==> config.mk <==
export PLATFORM = sky130hd
export DESIGN_NAME = rggen_adapter_core
export DESIGN_NICKNAME = d
export VERILOG_FILES = /design/src/rtl/rggen_adapter_core.sv
export SDC_FILE = /design/constraint.sdc
export NUM_CORES = 1
export LEC_CHECK = 0
export ABC_AREA = 1
export CAP_MARGIN = 20
export CORE_MARGIN = 2
export CORE_UTILIZATION = 17
export DETAILED_ROUTE_END_ITERATION = 10
export PLACE_DENSITY = 0.8
export SLEW_MARGIN = 25
export SYNTH_ARGS = -nofsm -noshare
export SYNTH_HDL_FRONTEND = slang
export SYNTH_SLANG_ARGS = --single-unit
==> constraint.sdc <==
create_clock -name i_clk -period 1 [get_ports i_clk]
set_input_delay 0.15 -clock i_clk [delete_from_list [all_inputs] [get_ports i_clk]]
set_output_delay 0.15 -clock i_clk [all_outputs]
set_load 0.02 [all_outputs]
==> src/rtl/rggen_adapter_core.sv <==
// Protocol-independent core between a bus bridge and REGISTERS register ports.
// Optional watchdog: define RGGEN_ADAPTER_TIMEOUT_EN.
module rggen_adapter_core #(
    parameter int unsigned            ADDRESS_WIDTH     = 8,
    parameter int unsigned            BUS_WIDTH         = 32,
    parameter int unsigned            REGISTERS         = 1,
    parameter bit [ADDRESS_WIDTH-1:0] BASE_ADDRESS      = '0,
    parameter int unsigned            BYTE_SIZE         = 256,
    parameter bit                     ERROR_STATUS      = 1'b0,
    parameter bit [BUS_WIDTH-1:0]     DEFAULT_READ_DATA = '0,
    parameter bit                     INSERT_SLICER     = 1'b0,
    parameter int unsigned            TIMEOUT_CYCLES    = 256
) (
    input  logic                           i_clk,
    input  logic                           i_rst_n,
    input  logic                           bus_valid,
    input  logic [ADDRESS_WIDTH-1:0]       bus_address,
    input  logic                           bus_write,
    input  logic [BUS_WIDTH-1:0]           bus_write_data,
    input  logic [BUS_WIDTH/8-1:0]         bus_strobe,
    output logic                           bus_ready,
    output logic [1:0]                     bus_status,
    output logic [BUS_WIDTH-1:0]           bus_read_data,
    output logic [REGISTERS-1:0]           register_valid,
    output logic [ADDRESS_WIDTH-1:0]       register_address,
    output logic                           register_write,
    output logic [BUS_WIDTH-1:0]           register_write_data,
    output logic [BUS_WIDTH/8-1:0]         register_strobe,
    input  logic [REGISTERS-1:0]           register_ready,
    input  logic [REGISTERS-1:0]           register_active,
    input  logic [2*REGISTERS-1:0]         register_status,
    input  logic [BUS_WIDTH*REGISTERS-1:0] register_read_data
);

    localparam logic [1:0] RGGEN_OKAY        = 2'b00;
    localparam logic [1:0] RGGEN_SLAVE_ERROR = 2'b10;
    // Wide enough that base+size never wraps and addr-base underflows out of range.
    localparam int unsigned EXT_WIDTH = ADDRESS_WIDTH + 33;

    typedef enum logic [1:0] {StIdle, StBusy, StRespond} state_e;

    state_e                 state_q;
    state_e                 state_d;
    logic [EXT_WIDTH-1:0]   offset;
    logic                   in_window;
    logic                   issue;
    logic                   accepting;
    logic                   sel_ready;
    logic [1:0]             sel_status;
    logic [BUS_WIDTH-1:0]   sel_data;
    logic                   reg_hit;
    logic                   default_hit;
    logic                   timeout_hit;
    logic                   complete;
    logic [1:0]             resp_status;
    logic [BUS_WIDTH-1:0]   resp_data;

    assign offset    = EXT_WIDTH'(bus_address) - EXT_WIDTH'(BASE_ADDRESS);
    assign in_window = offset < EXT_WIDTH'(BYTE_SIZE);

    assign issue     = bus_valid && (state_q == StIdle);
    assign accepting = issue || (state_q == StBusy);

    assign register_valid      = {REGISTERS{issue && in_window}};
    assign register_address    = bus_address;
    assign register_write      = bus_write;
    assign register_write_data = bus_write_data;
    assign register_strobe     = bus_strobe;

    // Descending scan so the lowest-index ready register wins.
    always_comb begin
        sel_ready  = 1'b0;
        sel_status = RGGEN_OKAY;
        sel_data   = '0;
        for (int i = int'(REGISTERS) - 1; i >= 0; i--) begin
            if (register_ready[i]) begin
                sel_ready  = 1'b1;
                sel_status = register_status[2*i+:2];
                sel_data   = register_read_data[BUS_WIDTH*i+:BUS_WIDTH];
            end
        end
    end

    assign reg_hit     = sel_ready && in_window;
    assign default_hit = !in_window || !(|register_active);
    assign complete    = accepting && (reg_hit || default_hit || timeout_hit);

    always_comb begin
        resp_status = RGGEN_SLAVE_ERROR;
        resp_data   = DEFAULT_READ_DATA;
        if (reg_hit) begin
            resp_status = sel_status;
            resp_data   = sel_data;
        end else if (default_hit) begin
            resp_status = ERROR_STATUS ? RGGEN_SLAVE_ERROR : RGGEN_OKAY;
        end
    end

    always_comb begin
        state_d = state_q;
        unique case (state_q)
            StIdle: begin
                if (bus_valid && complete) begin
                    if (INSERT_SLICER) state_d = StRespond;
                end else if (bus_valid) begin
                    state_d = StBusy;
                end
            end
            StBusy: begin
                if (complete) state_d = INSERT_SLICER ? StRespond : StIdle;
            end
            StRespond: state_d = StIdle;
            default:   state_d = StIdle;
        endcase
    end

    always_ff @(posedge i_clk or negedge i_rst_n) begin
        if (!i_rst_n) begin
            state_q <= StIdle;
        end else begin
            state_q <= state_d;
        end
    end

`ifdef RGGEN_ADAPTER_TIMEOUT_EN
    localparam int unsigned COUNT_WIDTH = $clog2(TIMEOUT_CYCLES);

    logic [COUNT_WIDTH-1:0] count_q;
    logic [COUNT_WIDTH-1:0] count_d;

    // Held at zero outside BUSY, so it starts from zero on every entry.
    assign count_d     = (state_q == StBusy) ? count_q + 1'b1 : '0;
    assign timeout_hit = (state_q == StBusy) && (count_q == COUNT_WIDTH'(TIMEOUT_CYCLES - 1));

    always_ff @(posedge i_clk or negedge i_rst_n) begin
        if (!i_rst_n) begin
            count_q <= '0;
        end else begin
            count_q <= count_d;
        end
    end
`else
    // Without the watchdog BUSY waits indefinitely.
    assign timeout_hit = 1'b0 && (TIMEOUT_CYCLES == 0);
`endif

    if (INSERT_SLICER) begin : g_slicer
        logic [1:0]           status_q;
        logic [BUS_WIDTH-1:0] data_q;

        always_ff @(posedge i_clk or negedge i_rst_n) begin
            if (!i_rst_n) begin
                status_q <= RGGEN_OKAY;
                data_q   <= '0;
            end else if (complete) begin
                status_q <= resp_status;
                data_q   <= resp_data;
            end
        end

        assign bus_ready     = (state_q == StRespond);
        assign bus_status    = status_q;
        assign bus_read_data = data_q;
    end else begin : g_no_slicer
        assign bus_ready     = complete;
        assign bus_status    = complete ? resp_status : RGGEN_OKAY;
        assign bus_read_data = complete ? resp_data : '0;
    end

endmodule

==> out/qor.json, run 1 <==
{
  "finalNetCount": 243,
  "clkTransAtPathRegs_ps": 0,
  "static-leakage-power_nw": 0.625,
  "placed_cell_area_um2": 1270,
  "rows": 23,
  "antenna_cells": 0,
  "worst-setup-path-type": "flip-flop to primary output",
  "largest_register": "state_q",
  "detailedRoute.firstIterationViolations": 17,
  "critical_path.slowest_cell": "sky130_fd_sc_hd__dfrtp_1",
  "power.density_nw_per_um2": 492,
  "detail-route-antenna-nets": 0,
  "worst_ep_arrival_time_ps": 1040,
  "hold_ws_ps": 299,
  "hold_violations": 0,
  "fp.dieArea_um2": 4780,
  "reg_top3": "state_q: 1 flops",
  "cp.required_ps": 850,
  "final_common_cell": "sky130_fd_sc_hd__clkdlybuf4s50_1",
  "critical_path.reg2reg.startpoint": "state_q[0]",
  "total_power_mw": 0.632,
  "worst_slew_margin_rel": 0.849,
  "synthesis.area_um2": 721,
  "postSynthNetCount": 212,
  "totalNegativeSetupSlack_ps": -3980,
  "share_of_the_synthesized_area_in_the_top_cell_type": 0.531,
  "postLayoutSetupSlackWorst_ps": -192,
  "die_width_um": 69.1,
  "final_cell_mix": "sky130_fd_sc_hd__clkdlybuf4s50_1 (34), sky130_fd_sc_hd__nand2_1 (26), sky130_fd_sc_hd__nor2_2 (24), sky130_fd_sc_hd__buf_2 (23), sky130_fd_sc_hd__buf_6 (10)",
  "rrSetupSlack_ps": 50,
  "numPortBuffers": 74,
  "track_usage": 0.0931,
  "achievable-frequency_ghz": 0.839,
  "synth_seq_area_share": 0.0347,
  "setup_viol": 35,
  "r2r-end": "state_q[0]",
  "yosys-top-cells-area": "sky130_fd_sc_hd__buf_4 (53%), sky130_fd_sc_hd__nor2_1 (14%), sky130_fd_sc_hd__nand2_1 (14%)",
  "total_detailed_routing_wirelength_um": 2450,
  "end_kind": "primary output",
  "post_route_cell_area_um2": 1280,
  "synthesis.instances": 128,
  "synth.yosys.warnings": 0,
  "worst_r2r_path_depth": 4,
  "finalNonFillerCells": 207,
  "power.ir.vdd_worst_v": 0.000195,
  "tmin_final_ps": 1190,
  "route.detailed.wl_per_inst_um": 11.8,
  "min_path_type": "primary input to async pin",
  "place.detailed.hpwl_um": 1960,
  "path_max_fanout": 6,
  "boundaryPins": 165,
  "starting_density_of_the_core": 0.179,
  "max_cap_viol_count": 0,
  "number_of_flip_flops_and_latches_in_the_synthesized_netlist": 1,
  "synth_area_per_cell_um2": 5.63,
  "failed_checks": "setup timing",
  "clock_skew_ps": 0,
  "via_per_inst": 3.96,
  "first_global_vias": 767,
  "timing.critical_path.cells": "nor2_4 > buf_12 > buf_12 > buf_6 > nor3_4 > buf_6",
  "drive_gt1_frac": 0.510,
  "dp.cells": 204,
  "first_pass_detailed_route_iteration_total": 4,
  "drt_drc_violations_left": 0,
  "yosysUniqueCellTypes": 10,
  "overflow": 0,
  "floorplan.die.height_um": 69.1,
  "run_status": "complete, but fails checks",
  "grt_max_degree": 26,
  "largest_register_ffs": 1,
  "layout_worst_path_cycle_share": 1.19,
  "synth_area_leader_cell": "sky130_fd_sc_hd__buf_4",
  "final_max_slew_viol_count": 0,
  "worstMarginPinSlew_ps": 226,
  "grt_first_pass_wirelength_um": 3780,
  "rsz_0062_raised_after_global_routing": "yes",
  "path_delay_family": "buffers and inverters",
  "antenna_violations_before_repair": 0,
  "clock_latency_ps": 0,
  "design.core.area_um2": 4030,
  "area_delta_synth_final_pct": 78.3,
  "vias": 819,
  "critical_path_buf_inv_count": 4,
  "critical_path.startpoint_type": "flip-flop",
  "gp_congestion": 0.698,
  "crit_path_max_incr_delay_ps": 360
}
[cells by family after synthesis]
group | share of synthesized area
simple gates | 0.354
buf+inv | 0.604
flops | 0.0347
compound gates | 0.00694
[area by class of cell]
type	count	area [um^2]
inverter	11	43.8
multi-input combinational	64	392
fill	444	2740
tap	50	62.6
timing repair buffer	81	762
sequential	1	25.0
[synth_stat cells]
master                    number
sky130_fd_sc_hd__nand2_1      26
sky130_fd_sc_hd__a21oi_1       1
sky130_fd_sc_hd__nor3_1        9
sky130_fd_sc_hd__buf_4        51
sky130_fd_sc_hd__nor2_4        1
sky130_fd_sc_hd__buf_6         1
sky130_fd_sc_hd__inv_1        10
sky130_fd_sc_hd__nor2_1       27
sky130_fd_sc_hd__inv_2         1
sky130_fd_sc_hd__dfrtp_1       1
[metrics by stage]
stage	worst slack [ps]	utilization
finish	-192	0.319
global route	-237	0.319
CTS	-241	0.300
detailed placement	-865	0.315
global placement	-875	0.315
floorplan	-98.1	-
[worst max path at each step]
stage                              to  slack (ps)            from  depth (start not counted)
finish              bus_read_data[15]        -190      state_q[0]                          6
global route        bus_read_data[15]        -240      state_q[0]                          6
CTS                 bus_read_data[15]        -240      state_q[0]                          6
detailed placement  bus_read_data[24]        -870  register_ready                          4
global placement    bus_read_data[21]        -870  register_ready                          4
floorplan           bus_read_data[15]        -100  register_ready                          4
[report_power, final]
part	switching [mW]	internal [mW]
registers	0.00183	0.0431
logic	0.279	0.308
clock network	0	0
[repair_timing]
action / 4_1_cts / 5_1_grt
cloned: 1 / 0
hold buffers: 0 / 0
setup endpoints to repair: 37 / 36
pin swaps: 3 / 4
setup buffers: 2 / 0
endpoints found under the hold margin: 0 / 0
gates resized for setup: 169 / 23
[routing by layer]
metal,global-route usage,part of all wire
met5,0,0
met4,0.0523,0.064
met3,0.0263,0.14
met2,0.167,0.47
met1,0.0966,0.33
Note: power is estimated with default switching activity, not from simulation.
==> run 2, diff against run 1 <==
- CTS_CLUSTER_SIZE: not set -> 14
- PLACE_DENSITY: 0.8 -> not set
- PLACE_DENSITY_LB_ADDON: not set -> 0.25
==> run 2 against run 1 <==
  * The run still ends with setup timing left
  * Sequential share of layout area fell by 0.064 points
  * Via count fell by 2.7%
  * Die area did not move
  * Wire length rose by 8.2%
  * Critical path type unchanged
  * Critical endpoint is now bus_read_data[19]
==> out/qor.json, run 2 (synthesis results as in run 1) <==
{
  "run_status": "complete, but fails checks",
  "failed_checks": "setup timing",
  "multi_input_comb_area": {"value": 375, "unit": "um^2", "change": "-4.2%"},
  "static-leakage-power": {"value": 0.640, "unit": "nW", "change": "+2.5%"},
  "total_detailed_routing_wirelength": {"value": 2650, "unit": "um", "change": "+8.2%"},
  "critical_path.startpoint_type": "flip-flop",
  "die_width": {"value": 69.1, "unit": "um", "change": "unchanged"},
  "largest_register": "state_q",
  "hold_violations": {"value": 0, "change": "unchanged"},
  "drive_gt1_frac": {"value": 0.488, "change": "-0.0221"},
  "overflow": {"value": 0, "change": "unchanged"},
  "pre_cts_ws": {"value": -896, "unit": "ps", "change": "-31.5 ps"},
  "final_max_slew_viol_count": {"value": 0, "change": "unchanged"},
  "place.detailed.hpwl": {"value": 2070, "unit": "um", "change": "+5.5%"},
  "end_kind": "primary output",
  "worstMarginPinSlew": {"value": 158, "unit": "ps", "change": "-68.2 ps"},
  "critPathLaunch": "state_q[0]",
  "gp_congestion": {"value": 0.764, "change": "+9.4%"},
  "power.ir.vdd_worst": {"value": 0.000172, "unit": "V", "change": "-12%"},
  "numPortBuffers": {"value": 74, "change": "unchanged"},
  "worst_slew_margin_rel": {"value": 0.895, "change": "+0.0452"},
  "grt_first_pass_wirelength": {"value": 3970, "unit": "um", "change": "+4.9%"},
  "critical_path_buf_inv_count": {"value": 3, "change": "-1"},
  "antenna_violations_before_repair": {"value": 0, "change": "unchanged"},
  "first_pass_detailed_route_iteration_total": {"value": 2, "change": "-2"},
  "largest_register_ffs": {"value": 1, "change": "unchanged"},
  "placed_cell_area": {"value": 1260, "unit": "um^2", "change": "-0.99%"},
  "rsz_0062_raised_after_global_routing": "yes",
  "clock_skew": {"value": 0, "unit": "ps", "change": "unchanged"},
  "design.core.area": {"value": 4030, "unit": "um^2", "change": "unchanged"},
  "final.fill_count": {"value": 446, "change": "+0.45%"},
  "power.density": {"value": 490, "unit": "nW/um^2", "change": "-0.46%"},
  "track_usage": {"value": 0.0955, "change": "+0.00236"},
  "share_seq_of_total_power": {"value": 0.069, "change": "-0.002"},
  "path_max_fanout": {"value": 11, "change": "+5"},
  "power.switching_fraction": {"value": 0.435, "change": "-0.00876"},
  "clock_network_fraction_of_total_power": {"value": 0, "change": "unchanged"},
  "worst_path_most_repeated_cell": "sky130_fd_sc_hd__buf_12",
  "detail-route-antenna-nets": {"value": 0, "change": "unchanged"},
  "layout_worst_path_cycle_share": {"value": 1.16, "change": "-0.0349"},
  "floorplan.die.height": {"value": 69.1, "unit": "um", "change": "unchanged"},
  "first_global_vias": {"value": 754, "change": "-1.7%"},
  "postLayoutSetupSlackWorst": {"value": -158, "unit": "ps", "change": "+34.9 ps"},
  "timing.critical_path.cells": "nor2_4 > buf_12 > buf_12 > nor2_2 > buf_4",
  "critical_path.slowest_cell": "sky130_fd_sc_hd__dfrtp_1",
  "area.sequential": {"value": 25.0, "unit": "um^2", "change": "unchanged"},
  "clock_latency": {"value": 0, "unit": "ps", "change": "unchanged"},
  "finalNetCount": {"value": 246, "change": "+1.2%"},
  "vias": {"value": 797, "change": "-2.7%"},
  "min_path_type": "primary input to async pin",
  "route.detailed.wl_per_inst": {"value": 12.6, "unit": "um", "change": "+6.7%"},
  "cellInternalPower": {"value": 0.367, "unit": "mW", "change": "+4.6%"},
  "antenna_cells": {"value": 0, "change": "unchanged"},
  "fp.dieArea": {"value": 4780, "unit": "um^2", "change": "unchanged"},
  "achievable-frequency": {"value": 0.864, "unit": "GHz", "change": "+3.0%"},
  "tmin_final": {"value": 1160, "unit": "ps", "change": "-34.9 ps"},
  "worst_ep_arrival_time": {"value": 1010, "unit": "ps", "change": "-30 ps"},
  "cp.required": {"value": 850, "unit": "ps", "change": "about the same"},
  "path_delay_family": "buffers and inverters",
  "drt_drc_violations_left": {"value": 0, "change": "unchanged"},
  "switching_power": {"value": 0.283, "unit": "mW", "change": "+0.91%"},
  "critical_path.reg2reg.startpoint": "state_q[0]",
  "crit_path_max_incr_delay": {"value": 390, "unit": "ps", "change": "+30 ps"},
  "rows": {"value": 23, "change": "unchanged"},
  "via_per_inst": {"value": 3.80, "change": "-4.1%"},
  "starting_density_of_the_core": {"value": 0.179, "change": "unchanged"},
  "setup_viol": {"value": 35, "change": "unchanged"},
  "post_route_cell_area": {"value": 1330, "unit": "um^2", "change": "+3.4%"},
  "reg_top3": "state_q: 1 flops",
  "clkTransAtPathRegs": {"value": 0, "unit": "ps", "change": "unchanged"},
  "boundaryPins": {"value": 165, "change": "unchanged"},
  "total_power": {"value": 0.651, "unit": "mW", "change": "+2.9%"},
  "fin_util": {"value": 0.330, "change": "+0.0109"},
  "detailedRoute.firstIterationViolations": {"value": 7, "change": "-10"},
  "grt_max_degree": {"value": 22, "change": "-15%"},
  "worst-setup-path-type": "flip-flop to primary output",
  "final_cell_mix": "sky130_fd_sc_hd__nand2_1 (26), sky130_fd_sc_hd__clkdlybuf4s50_1 (26), sky130_fd_sc_hd__buf_6 (20), sky130_fd_sc_hd__nor2_2 (19), sky130_fd_sc_hd__buf_2 (12)",
  "area_delta_synth_final_pct": 84.4,
  "max_cap_viol_count": {"value": 0, "change": "unchanged"},
  "p_comb_frac": {"value": 0.931, "change": "+0.002"}
}
run 2: routing by layer:
| layer | share of wire | global-route usage |
|---|---|---|
| met5 | 0 | 0 |
| met4 | 0.011 | 0.0153 |
| met3 | 0.13 | 0.0336 |
| met2 | 0.52 | 0.178 |
| met1 | 0.34 | 0.104 |
run 2: layout make-up:
type,instances,area share
inverter,11,0.0330
multi-input combinational,64,0.282
sequential,1,0.0188
tap,50,0.0471
timing repair buffer,84,0.619
run 2: path summary, 6_finish.rpt:
path	depth (start not counted)	slack [ps]	to
worst max-delay path	5	-160	bus_read_data[19]
worst min-delay path	1	300	state_q[0]
worst max register to register	4	20	state_q[0]
worst min register to register	4	860	state_q[0]
max in group asynchronous	1	600	state_q[0]
min in group i_clk	0	300	register_address[2]
run 2: what timing repair did:
action                     in CTS  in global routing
gates cloned                    0                  2
pin swaps                      10                  1
resized for setup             180                 42
setup buffers                   2                  2
hold buffers                    0                  0
setup endpoints to repair      37                 36
run 2: power by group through the flow:
stage          Sequential (mW)  Combinational [mW]  Clock (mW)
6_report                0.0451               0.605           0
5_1_grt                 0.0454               0.649           0
4_1_cts                 0.0451               0.518           0
3_5_place_dp            0.0451               0.561           0
3_3_place_gp            0.0448               0.560           0
2_1_floorplan           0.0448               0.514           0
run 2: per-stage QoR:
step,std cells,hold WS [ps],TNS [ps]
3_3_place_gp,204,300,-30360
5_1_grt,210,300,-5990
2_1_floorplan,128,-146,-789
6_report,210,300,-4140
4_1_cts,206,300,-3520
3_5_place_dp,204,300,-31080
==> run 3, diff against run 2 <==
- clock period: 1 -> 1.1 ns (I/O delays scaled with it)
==> run 3 against run 2 <==
  * The run still ends with setup timing left
  * Die area unchanged
  * Cell area grew 7.1%
  * Register-to-register slack improved by 140 ps
  * Critical path depth is the same
  * First-iteration DRC count shrank 14%
  * Total power fell by 0.73%
  * Worst hold slack improved by 17 ps
  * Via count is 4.9% higher
  * Clock skew stayed put
  * Critical endpoint is now bus_status[1]
  * Largest cell class unchanged
==> out/qor.json, run 3 (synthesis results as in run 1) <==
{
  "run_status": "complete, but fails checks",
  "failed_checks": "setup timing",
  "total_power": {"value": 0.646, "unit": "mW", "change": "-0.73%"},
  "rsz_0062_raised_after_global_routing": "yes",
  "largest_register": "state_q",
  "final.fill_count": {"value": 420, "change": "-5.8%"},
  "switching_power": {"value": 0.275, "unit": "mW", "change": "-2.9%"},
  "clock_latency": {"value": 0, "unit": "ps", "change": "unchanged"},
  "pre_cts_ws": {"value": -801, "unit": "ps", "change": "+95.4 ps"},
  "timing.critical_path.cells": "nor2_4 > buf_6 > buf_12 > nor3_4 > buf_6",
  "first_pass_detailed_route_iteration_total": {"value": 3, "change": "+1"},
  "finalNetCount": {"value": 246, "change": "unchanged"},
  "largest_register_ffs": {"value": 1, "change": "unchanged"},
  "numPortBuffers": {"value": 74, "change": "unchanged"},
  "clock_network_fraction_of_total_power": {"value": 0, "change": "unchanged"},
  "path_delay_family": "buffers and inverters",
  "critical_path.reg2reg.startpoint": "state_q[0]",
  "clock_skew": {"value": 0, "unit": "ps", "change": "unchanged"},
  "rows": {"value": 23, "change": "unchanged"},
  "detail-route-antenna-nets": {"value": 0, "change": "unchanged"},
  "final_max_slew_viol_count": {"value": 0, "change": "unchanged"},
  "cellInternalPower": {"value": 0.371, "unit": "mW", "change": "+0.96%"},
  "first_global_vias": {"value": 827, "change": "+9.7%"},
  "worst_path_most_repeated_cell": "sky130_fd_sc_hd__buf_6",
  "crit_path_max_incr_delay": {"value": 370, "unit": "ps", "change": "-20 ps"},
  "critical_path.slowest_cell": "sky130_fd_sc_hd__dfrtp_1",
  "p_comb_frac": {"value": 0.937, "change": "+0.006"},
  "grt_max_degree": {"value": 25, "change": "+14%"},
  "power.ir.vdd_worst": {"value": 0.000179, "unit": "V", "change": "+4.3%"},
  "die_width": {"value": 69.1, "unit": "um", "change": "unchanged"},
  "setup_viol": {"value": 35, "change": "unchanged"},
  "cts_hold_fix_bufs": {"value": 0, "change": "unchanged"},
  "detailedRoute.firstIterationViolations": {"value": 6, "change": "-1"},
  "tmin_final_ps": 1160,
  "drive_gt1_frac": {"value": 0.463, "change": "-0.0250"},
  "r2r-end": "state_q[0]",
  "via_per_inst": {"value": 3.98, "change": "+4.9%"},
  "static-leakage-power": {"value": 0.671, "unit": "nW", "change": "+4.9%"},
  "max_cap_viol_count": {"value": 0, "change": "unchanged"},
  "vias": {"value": 836, "change": "+4.9%"},
  "postLayoutSetupSlackWorst": {"value": -57.1, "unit": "ps", "change": "+100 ps"},
  "worst-setup-path-type": "flip-flop to primary output",
  "achievable-frequency_ghz": 0.864,
  "final_cell_mix": "sky130_fd_sc_hd__clkdlybuf4s50_1 (33), sky130_fd_sc_hd__nand2_1 (26), sky130_fd_sc_hd__buf_6 (18), sky130_fd_sc_hd__nor2_1 (14), sky130_fd_sc_hd__buf_4 (13)",
  "starting_density_of_the_core": {"value": 0.179, "change": "unchanged"},
  "route.detailed.wl_per_inst": {"value": 12.1, "unit": "um", "change": "-3.8%"},
  "min_path_type": "primary input to async pin",
  "design.core.area": {"value": 4030, "unit": "um^2", "change": "unchanged"},
  "boundaryPins": {"value": 165, "change": "unchanged"},
  "clkTransAtPathRegs": {"value": 0, "unit": "ps", "change": "unchanged"},
  "floorplan.die.height": {"value": 69.1, "unit": "um", "change": "unchanged"},
  "critical_path_buf_inv_count": {"value": 3, "change": "unchanged"},
  "end_kind": "primary output",
  "worst_slew_margin_rel": {"value": 0.867, "change": "-0.0273"},
  "cp.required": {"value": 940, "unit": "ps", "change": "+90 ps"},
  "total_detailed_routing_wirelength": {"value": 2550, "unit": "um", "change": "-3.8%"},
  "reg_top3": "state_q: 1 flops",
  "gp_congestion": {"value": 0.738, "change": "-3.4%"},
  "grt_first_pass_wirelength": {"value": 3980, "unit": "um", "change": "+0.35%"},
  "worstMarginPinSlew": {"value": 199, "unit": "ps", "change": "+41.3 ps"},
  "worst_r2r_path_depth": {"value": 4, "change": "unchanged"},
  "antenna_violations_before_repair": {"value": 0, "change": "unchanged"},
  "place.detailed.hpwl": {"value": 1660, "unit": "um", "change": "-20%"},
  "hold_violations": {"value": 0, "change": "unchanged"},
  "power.density": {"value": 454, "unit": "nW/um^2", "change": "-7.3%"},
  "share_seq_of_total_power": {"value": 0.063, "change": "-0.006"},
  "antenna_cells": {"value": 0, "change": "unchanged"},
  "layout_worst_path_cycle_share": 1.05,
  "area_delta_synth_final_pct": 97.4,
  "final_common_cell": "sky130_fd_sc_hd__clkdlybuf4s50_1",
  "fp.dieArea": {"value": 4780, "unit": "um^2", "change": "unchanged"},
  "worst_ep_arrival_time": {"value": 990, "unit": "ps", "change": "-20 ps"},
  "overflow": {"value": 0, "change": "unchanged"},
  "rrSetupSlack": {"value": 160, "unit": "ps", "change": "+140 ps"},
  "path_max_fanout": {"value": 7, "change": "-4"},
  "drt_drc_violations_left": {"value": 0, "change": "unchanged"},
  "track_usage": {"value": 0.0943, "change": "-0.00121"},
  "power.switching_fraction": {"value": 0.425, "change": "-0.00961"},
  "critical_path.startpoint_type": "flip-flop"
}
## run 3: cell types whose count changed in the layout (fill, tap and decap cells not counted), sizes merged
cell | previous run | this run
dlygate4sd2 | 10 | 2
clkdlybuf4s50 | 26 | 33
dlymetal6s2s | 0 | 2
buf | 45 | 46
clkbuf | 2 | 1
clkdlybuf4s15 | 1 | 0
## run 3: routing by layer
metal / GRT usage / vias to the layer above / wire [um]
met1: 0.105 / 362 / 959
met5: 0 / - / 0
li1: - / 396 / -
met4: 0.0283 / 0 / 74
met2: 0.168 / 64 / 1270
met3: 0.0322 / 14 / 247
## run 3: power groups by stage
stage	clock network [mW]	logic [mW]	registers (mW)
floorplan	0	0.437	0.0407
global placement	0	0.471	0.0408
detailed placement	0	0.477	0.0410
CTS	0	0.527	0.0410
global route	0	0.646	0.0410
finish	0	0.605	0.0410
## run 3: stage by stage
step                area [um^2]  setup TNS, ps  hold slack [ps]  instances  utilization
floorplan                   721           -441             -131        128            -
global placement           1180         -26600              317        203        0.292
detailed placement         1180         -27080              316        203        0.292
CTS                        1220          -1820              318        209        0.302
global route               1420          -2270              326        210        0.353
finish                     1420           -877              317        210        0.353
## run 3: worst max path at each step
stage                   startpoint           endpoint  depth (start not counted)
global placement    register_ready  bus_read_data[20]                          4
global route            state_q[0]  bus_read_data[22]                          5
floorplan               state_q[0]  bus_read_data[20]                          3
detailed placement  register_ready  bus_read_data[23]                          4
CTS                     state_q[0]  bus_read_data[27]                          5
finish                  state_q[0]      bus_status[1]                          5
## run 3: worst reg2reg max path, delay by kind of cell (launching register included)
family        cells  cell delay [ps]
buf+inv           2              270
simple gates      2              180
flops             1              380
## run 3: area by class of cell
type / count / area (um^2) / share of cell area
multi-input cells: 64 / 405 / 0.285
repair buffers: 84 / 886 / 0.623
flip-flops and latches: 1 / 25.0 / 0.0176
well taps: 50 / 62.6 / 0.0440
inverters: 11 / 43.8 / 0.0308
## run 3: repair_timing
action	CTS	global route
setup buffers	3	0
gates resized for setup	191	61
pin swaps	1	3
cloned	3	1
endpoints found under the setup margin	37	35
